$ cat config.mk
export PLATFORM = sky130hd
export DESIGN_NAME = m1rstseq_flat
export DESIGN_NICKNAME = d
export VERILOG_FILES = /design/src/rtl/m1rstseq_if.sv /design/src/rtl/m1rstseq.sv /design/src/flat_wrapper.sv
export SDC_FILE = /design/constraint.sdc
export NUM_CORES = 1
export LEC_CHECK = 0
export BUFFER_PORTS_ARGS = -buffer_cell sky130_fd_sc_hd__buf_2
export CORE_UTILIZATION = 55
export CTS_CLUSTER_DIAMETER = 80
export DETAILED_ROUTE_END_ITERATION = 8
export PLACE_DENSITY = 0.74
export SKIP_CTS_REPAIR_TIMING = 1
export SLEW_MARGIN = 15
export SYNTH_ARGS = -nofsm -noshare
export SYNTH_HDL_FRONTEND = slang
export SYNTH_SLANG_ARGS = --single-unit
export TNS_END_PERCENT = 100
$ cat constraint.sdc
create_clock -name sys_clk -period 4.7 [get_ports sys_clk]
set_input_delay 1.41 -clock sys_clk [delete_from_list [all_inputs] [get_ports sys_clk]]
set_output_delay 1.41 -clock sys_clk [all_outputs]
set_load 0.01 [all_outputs]
$ cat src/rtl/m1rstseq_if.sv
// rtl/m1rstseq_if.sv - reset sequencer request/reset signal bundle
//
// Groups the software request, the generated resets and the status outputs
// of the reset sequencer.
//   trigger_reset  software reset request, level, sys_clk domain
//   sys_rst        system reset, active-high
//   flash_rst_n    Flash reset, active-low
//   ac97_rst_n     AC97 codec reset, active-low
//   videoin_rst_n  video-in reset, active-low
//   busy           high while the sequence is not in RUN
//   rst_cause      0 power-on, 1 software, 2 lock loss, 3 watchdog
//   wdt_kick       watchdog restart pulse (only with M1RSTSEQ_WATCHDOG_EN)
// master: the sequencer; slave: the consumer of the resets/status.
interface m1rstseq_if;
  logic       trigger_reset;
  logic       sys_rst;
  logic       flash_rst_n;
  logic       ac97_rst_n;
  logic       videoin_rst_n;
  logic       busy;
  logic [1:0] rst_cause;
`ifdef M1RSTSEQ_WATCHDOG_EN
  logic       wdt_kick;
`endif

  modport master (
`ifdef M1RSTSEQ_WATCHDOG_EN
    input  wdt_kick,
`endif
    input  trigger_reset,
    output sys_rst,
    output flash_rst_n,
    output ac97_rst_n,
    output videoin_rst_n,
    output busy,
    output rst_cause
  );

  modport slave (
`ifdef M1RSTSEQ_WATCHDOG_EN
    output wdt_kick,
`endif
    output trigger_reset,
    input  sys_rst,
    input  flash_rst_n,
    input  ac97_rst_n,
    input  videoin_rst_n,
    input  busy,
    input  rst_cause
  );
endinterface

$ cat src/rtl/m1rstseq.sv
// rtl/m1rstseq.sv - PLL-lock driven reset sequencer (Flash first, system last)
//
// Waits for both PLL locks to be stable, then releases flash_rst_n, and later
// sys_rst / ac97_rst_n / videoin_rst_n. Lock loss, software request and the
// optional watchdog (macro M1RSTSEQ_WATCHDOG_EN) restart the sequence and
// record the cause.
//   sys_clk      system clock, rising edge
//   reset_n      asynchronous active-low reset
//   pll1_locked  PLL1 lock, asynchronous
//   pll2_locked  PLL2 lock, asynchronous
//   bus          m1rstseq_if.master: trigger_reset, resets, busy, rst_cause,
//                wdt_kick (watchdog build only)
module m1rstseq #(
  parameter int CNT_W        = 20,
  parameter int LOCK_STABLE  = 16,
  parameter int FLASH_CYCLES = 128,
  parameter int SYS_CYCLES   = 1048575,
  parameter int WDT_CYCLES   = 67108863
) (
  input  logic       sys_clk,
  input  logic       reset_n,
  input  logic       pll1_locked,
  input  logic       pll2_locked,
  m1rstseq_if.master bus
);

  if (LOCK_STABLE < 1 || FLASH_CYCLES < 1 || SYS_CYCLES < 1 || WDT_CYCLES < 1 ||
      longint'(LOCK_STABLE)  >= (longint'(1) << CNT_W) ||
      longint'(FLASH_CYCLES) >= (longint'(1) << CNT_W) ||
      longint'(SYS_CYCLES)   >= (longint'(1) << CNT_W)) begin : g_param_check
    $error("m1rstseq: phase length out of range for CNT_W");
  end

  localparam logic [CNT_W-1:0] LOCK_LAST  = CNT_W'(LOCK_STABLE - 1);
  localparam logic [CNT_W-1:0] FLASH_LAST = CNT_W'(FLASH_CYCLES - 1);
  localparam logic [CNT_W-1:0] SYS_LAST   = CNT_W'(SYS_CYCLES - 1);

  typedef enum logic [1:0] {LOCKWAIT, FLASH, SYS, RUN} state_t;

  state_t           state, state_nx;
  logic [CNT_W-1:0] cnt, cnt_nx;
  logic [1:0]       cause, cause_nx;
  logic             p1_meta, p1_sync, p2_meta, p2_sync;
  logic             lk;
  logic             wdt_expire;
  logic             sys_rst_q, flash_rst_n_q, periph_rst_n_q, busy_q;

  // Two-flop synchronisers; lk therefore trails the pins by two cycles.
  always_ff @(posedge sys_clk or negedge reset_n) begin
    if (!reset_n) begin
      p1_meta <= 1'b0;
      p1_sync <= 1'b0;
      p2_meta <= 1'b0;
      p2_sync <= 1'b0;
    end else begin
      p1_meta <= pll1_locked;
      p1_sync <= p1_meta;
      p2_meta <= pll2_locked;
      p2_sync <= p2_meta;
    end
  end

  assign lk = p1_sync & p2_sync;

`ifdef M1RSTSEQ_WATCHDOG_EN
  localparam int             WDT_W    = $clog2(WDT_CYCLES + 1);
  localparam logic [WDT_W-1:0] WDT_LAST = WDT_W'(WDT_CYCLES - 1);

  logic [WDT_W-1:0] wdt_cnt;

  // A kick in the expiry cycle wins over the timeout.
  assign wdt_expire = (state == RUN) && !bus.wdt_kick && (wdt_cnt == WDT_LAST);

  // Runs only while staying in RUN; any exit from RUN restarts it.
  always_ff @(posedge sys_clk or negedge reset_n) begin
    if (!reset_n) begin
      wdt_cnt <= '0;
    end else if (state != RUN || state_nx != RUN || bus.wdt_kick) begin
      wdt_cnt <= '0;
    end else begin
      wdt_cnt <= wdt_cnt + WDT_W'(1);
    end
  end
`else
  assign wdt_expire = 1'b0;
`endif

  always_comb begin
    state_nx = state;
    cnt_nx   = cnt;
    cause_nx = cause;
    if (state == LOCKWAIT) begin
      // Software requests are ignored here; only lock stability matters.
      if (!lk) begin
        cnt_nx = '0;
      end else if (cnt == LOCK_LAST) begin
        cnt_nx   = '0;
        state_nx = FLASH;
      end else begin
        cnt_nx = cnt + CNT_W'(1);
      end
    end else if (!lk) begin
      state_nx = LOCKWAIT;
      cnt_nx   = '0;
      cause_nx = 2'd2;
    end else if (wdt_expire) begin
      state_nx = FLASH;
      cnt_nx   = '0;
      cause_nx = 2'd3;
    end else if (bus.trigger_reset) begin
      // Holding the request keeps restarting FLASH.
      state_nx = FLASH;
      cnt_nx   = '0;
      cause_nx = 2'd1;
    end else if (state == FLASH) begin
      if (cnt == FLASH_LAST) begin
        cnt_nx   = '0;
        state_nx = SYS;
      end else begin
        cnt_nx = cnt + CNT_W'(1);
      end
    end else if (state == SYS) begin
      if (cnt == SYS_LAST) begin
        cnt_nx   = '0;
        state_nx = RUN;
      end else begin
        cnt_nx = cnt + CNT_W'(1);
      end
    end
  end

  // Outputs are decoded from the next state so they switch with the state.
  always_ff @(posedge sys_clk or negedge reset_n) begin
    if (!reset_n) begin
      state          <= LOCKWAIT;
      cnt            <= '0;
      cause          <= 2'd0;
      sys_rst_q      <= 1'b1;
      flash_rst_n_q  <= 1'b0;
      periph_rst_n_q <= 1'b0;
      busy_q         <= 1'b1;
    end else begin
      state          <= state_nx;
      cnt            <= cnt_nx;
      cause          <= cause_nx;
      sys_rst_q      <= (state_nx != RUN);
      flash_rst_n_q  <= (state_nx == SYS) || (state_nx == RUN);
      periph_rst_n_q <= (state_nx == RUN);
      busy_q         <= (state_nx != RUN);
    end
  end

  assign bus.sys_rst       = sys_rst_q;
  assign bus.flash_rst_n   = flash_rst_n_q;
  assign bus.ac97_rst_n    = periph_rst_n_q;
  assign bus.videoin_rst_n = periph_rst_n_q;
  assign bus.busy          = busy_q;
  assign bus.rst_cause     = cause;

endmodule
$ cat src/flat_wrapper.sv
// flat-port wrapper written by rule: the top's interface ports become plain ports
module m1rstseq_flat 
#(
  parameter int CNT_W        = 20,
  parameter int LOCK_STABLE  = 16,
  parameter int FLASH_CYCLES = 128,
  parameter int SYS_CYCLES   = 1048575,
  parameter int WDT_CYCLES   = 67108863
)
  (sys_clk, reset_n, pll1_locked, pll2_locked, bus_trigger_reset, bus_sys_rst, bus_flash_rst_n, bus_ac97_rst_n, bus_videoin_rst_n, bus_busy, bus_rst_cause);
  m1rstseq_if bus_i ();
  input  logic sys_clk;
  input  logic reset_n;
  input  logic pll1_locked;
  input  logic pll2_locked;
  input wire logic [$bits(bus_i.trigger_reset)-1:0] bus_trigger_reset;
  output wire logic [$bits(bus_i.sys_rst)-1:0] bus_sys_rst;
  output wire logic [$bits(bus_i.flash_rst_n)-1:0] bus_flash_rst_n;
  output wire logic [$bits(bus_i.ac97_rst_n)-1:0] bus_ac97_rst_n;
  output wire logic [$bits(bus_i.videoin_rst_n)-1:0] bus_videoin_rst_n;
  output wire logic [$bits(bus_i.busy)-1:0] bus_busy;
  output wire logic [$bits(bus_i.rst_cause)-1:0] bus_rst_cause;
  assign bus_i.trigger_reset = bus_trigger_reset;
  assign bus_sys_rst = bus_i.sys_rst;
  assign bus_flash_rst_n = bus_i.flash_rst_n;
  assign bus_ac97_rst_n = bus_i.ac97_rst_n;
  assign bus_videoin_rst_n = bus_i.videoin_rst_n;
  assign bus_busy = bus_i.busy;
  assign bus_rst_cause = bus_i.rst_cause;
  m1rstseq #(.CNT_W(CNT_W), .LOCK_STABLE(LOCK_STABLE), .FLASH_CYCLES(FLASH_CYCLES), .SYS_CYCLES(SYS_CYCLES), .WDT_CYCLES(WDT_CYCLES)) u_core (.sys_clk(sys_clk), .reset_n(reset_n), .pll1_locked(pll1_locked), .pll2_locked(pll2_locked), .bus(bus_i));
endmodule
==> impl_metrics.yaml <==
floorplanning:
  rows: 18
  design.portCount: 12
  fp.dieW_um: 55.0
  initial_core_utilization_pct: 60.2
  coreArea_um2: 2570
  die_h_um: 55.0
  design.die.area_um2: 3030
sta:
  fin_crit_ns: 2.85
  clock.fmax_mhz: 351
  setup_viol: 0
  rsz0062_at_grt: "false"
  max-slew-margin-rel_pct: 37.8
  worst-slew-pin-transition_ns: 0.928
  finalSetupTns_ns: 0
  finalClockSkew_ns: 0.0135
  layout_worst_path_cycle_share_pct: 60.6
  finalMaxSlewViolations: 0
  hold_viol: 0
place:
  port_buffers: 11
  hpwlAfterDp_um: 2120
  placed_cells_incl_taps: 192
  gpl.final_weighted_congestion: 0.824
pwr:
  power_report.internal_total_w: 0.000361
  share_seq_of_total_power_pct: 58.4
  p_sw_w: 0.000105
  combPwrFrac_pct: 3.6
  static-leakage-power_nw: 0.702
  power.clock.fraction_pct: 38.0
  proportion_of_total_power_due_to_net_switching_pct: 22.4
  power.density_nw_per_um2: 277
  vdd.ir_drop.worst_mv: 0.234
critical_path:
  critical_path.startpoint_type: "input port"
  critPathArrivalTime_ns: 3.06
  crit_required_ns: 4.91
  critPathCaptureType: "flop"
  worst-r2r-setup-slack_ns: 2.23
  critical_path_peak_fanout: 7
  worst_setup_path_category: "input port to flop"
clock_network:
  cts_htree_levels: 2
  worst_skew_pair.late_latency_ns: 0.34
  clockRootBuffer: "sky130_fd_sc_hd__clkbuf_4"
  clock_tree.buffer_depth: 2
  clkSlewWorstSetupHoldPaths_ns: 0.09
  tritoncts.num_buffers: 5
  cts_tree: "done"
  cts.sinks: 31
hold_path:
  holdCritPathClass: "flop to flop"
routing:
  detail-route-antenna-nets: 0
  routed_via_density: 5.93
  remaining_drc_errors: 0
  detailedRoute.firstPassIterationCount: 4
  totalWireLength_um: 2950
  dr_total_vias: 1186
  routed_wire_length_per_instance_um: 14.8
  drtIter0Drc: 20
synth:
  ys_types: 34
  syn-num-nets: 163
  ys_seq_area_share_pct: 50.3
  synthesized_area_um2: 1550
  syn-instance-count: 156
  syn_area_per_cell_um2: 9.91
  flop_and_latch_count_out_of_synthesis: 31
  synth_warnings: 0
global_routing:
  groute.usage.overall_pct: 24.4
  initial_antenna_violation_count: 0
  overflow: 0
  grt_max_degree: 32
  grt_pass1_wl_um: 4930
  number_of_global_route_vias_before_repair: 1148
final_layout:
  final_cells: 200
  area_taken_by_multi_input_logic_gates_um2: 723
  post_route_cells_drive_above_1_share_pct: 13.5
  fillers: 219
  diodes: 0
  ff_latch_area_um2: 777
  layout.nets: 176
  syn2layout_area_growth_pct: 8.74
run:
  cap_violations: 0
status:
  outcome: "complete, no violations"
logic make-up (layout without fill, tap and decap cells):
kind of cell / after synthesis / count (layout) / share of synthesized area [%]
DFF: 31 / 31 / 50.3
AOI/OAI and AO/OA: 19 / 19 / 9.39
adders and majority gates: 2 / 2 / 1.62
buffers and inverters: 9 / 23 / 2.91
muxes: 1 / 1 / 0.648
and+or+nand+nor: 76 / 76 / 24.9
xor gates and xnor gates: 18 / 18 / 10.2
final timing paths:
| path | endpoint | cells after the start | start |
|---|---|---|---|
| max | u_core.cnt[8]$_DFFE_PN0P_ | 6 | bus_trigger_reset |
| min | u_core.p2_sync$_DFF_PN0_ | 0 | u_core.p2_meta$_DFF_PN0_ |
| max reg2reg | u_core.cnt[0]$_DFFE_PN0P_ | 5 | u_core.cnt[10]$_DFFE_PN0P_ |
| min reg2reg | u_core.p2_sync$_DFF_PN0_ | 0 | u_core.p2_meta$_DFF_PN0_ |
| max in group asynchronous | u_core.cnt[14]$_DFFE_PN0P_ | 1 | reset_n |
| min in group asynchronous | u_core.cnt[15]$_DFFE_PN0P_ | 1 | reset_n |
state kept, by name (all words and copies together), names as in the netlist:
| register | cells |
|---|---|
| u_core.p1_meta | 1 |
| u_core.bus.sys_rst | 1 |
| u_core.p1_sync | 1 |
| u_core.p2_meta | 1 |
| u_core.p2_sync | 1 |
| u_core.bus.rst_cause | 2 |
| u_core.cnt | 20 |
| u_core.state | 2 |
| u_core.bus.ac97_rst_n | 1 |
| u_core.bus.flash_rst_n | 1 |
synth_stat cells (all sizes together):
library cell   n  area [um2]
dfrtp         30         751
nor4           3        18.8
and2           1        6.26
nand2         15        56.3
and4b          2        20.0
o2111ai        1        8.76
and3           2        12.5
o311ai         1        8.76
nand4          9        56.3
or4b           1        10.0
ha             2        25.0
or3            2        12.5
xnor2          5        43.8
nand2b         1        6.26
a2bb2oi        1        26.3
xor2          13         114
a211oi         3        22.5
or4            2        15.0
mux2i          1        10.0
nor2b          1        6.26
nor3           5        25.0
o21ai          3        18.8
buf            4        26.3
nor2          23        86.3
nand3          6        30.0
or2            1        6.26
o21a           4        30.0
and4           2        17.5
clkbuf         1        3.75
a21oi          6        30.0
dfstp          1        26.3
inv            4        15.0
placed cells by master, fill, tap and decap left out, drive strengths merged:
| cell type | count |
|---|---|
| o2111ai | 1 |
| nor4 | 3 |
| nand3 | 6 |
| buf | 11 |
| o21ai | 3 |
| clkbuf | 7 |
| and2 | 1 |
| nand2 | 15 |
| nand4 | 9 |
| dfrtp | 30 |
| xnor2 | 5 |
| a21oi | 6 |
| ha | 2 |
| nor3 | 5 |
| or3 | 2 |
| xor2 | 13 |
| clkinvlp | 1 |
| and4b | 2 |
| o311ai | 1 |
| nand2b | 1 |
| o21a | 4 |
| inv | 4 |
| a211oi | 3 |
| a2bb2oi | 1 |
| and4 | 2 |
| or4 | 2 |
| or4b | 1 |
| dfstp | 1 |
| nor2b | 1 |
| nor2 | 23 |
| or2 | 1 |
| mux2i | 1 |
| and3 | 2 |
layout make-up:
type | count | area share (%)
clock buffer | 7 | 3.87
clock inverter | 1 | 0.447
inverter | 4 | 0.894
multi-input combinational | 116 | 43.0
sequential | 31 | 46.2
tap | 30 | 2.23
timing repair buffer | 11 | 3.28
per-layer routing:
metal  routed length, um  vias up  track usage [%]
met4                  44        0             14.2
met5                   0        -                0
li1                    -      577                -
met3                 136        6             5.74
met1                1320      574             30.2
met2                1450       29             38.8
power by group through the flow:
stage          registers, W   logic [W]  clock network, W
6_report           0.000272   0.0000167          0.000177
4_1_cts            0.000272   0.0000175          0.000183
2_1_floorplan      0.000277  0.00000822                 0
3_5_place_dp       0.000278   0.0000173                 0
3_3_place_gp       0.000277   0.0000166                 0
5_1_grt            0.000273   0.0000197          0.000195
worst max-delay path, stage by stage:
cell	delay [ns]
sky130_fd_sc_hd__buf_2	0.14
sky130_fd_sc_hd__and4b_1	0.25
sky130_fd_sc_hd__a211oi_1	0.80
sky130_fd_sc_hd__and3_1	0.28
sky130_fd_sc_hd__xnor2_1	0.12
sky130_fd_sc_hd__nor2_1	0.06
metrics by stage:
step	total power [W]	worst slack, ns	utilization (%)	instance area [um2]	hold slack (ns)
floorplan	0.000285	2.01	-	1550	0.331
global placement	0.000294	1.51	62.6	1610	0.335
detailed placement	0.000295	1.48	62.6	1610	0.347
CTS	0.000473	1.84	65.4	1680	0.369
global route	0.000487	1.66	65.4	1680	0.375
finish	0.000466	1.85	65.4	1680	0.364
Note: power is estimated with default switching activity, not from simulation.
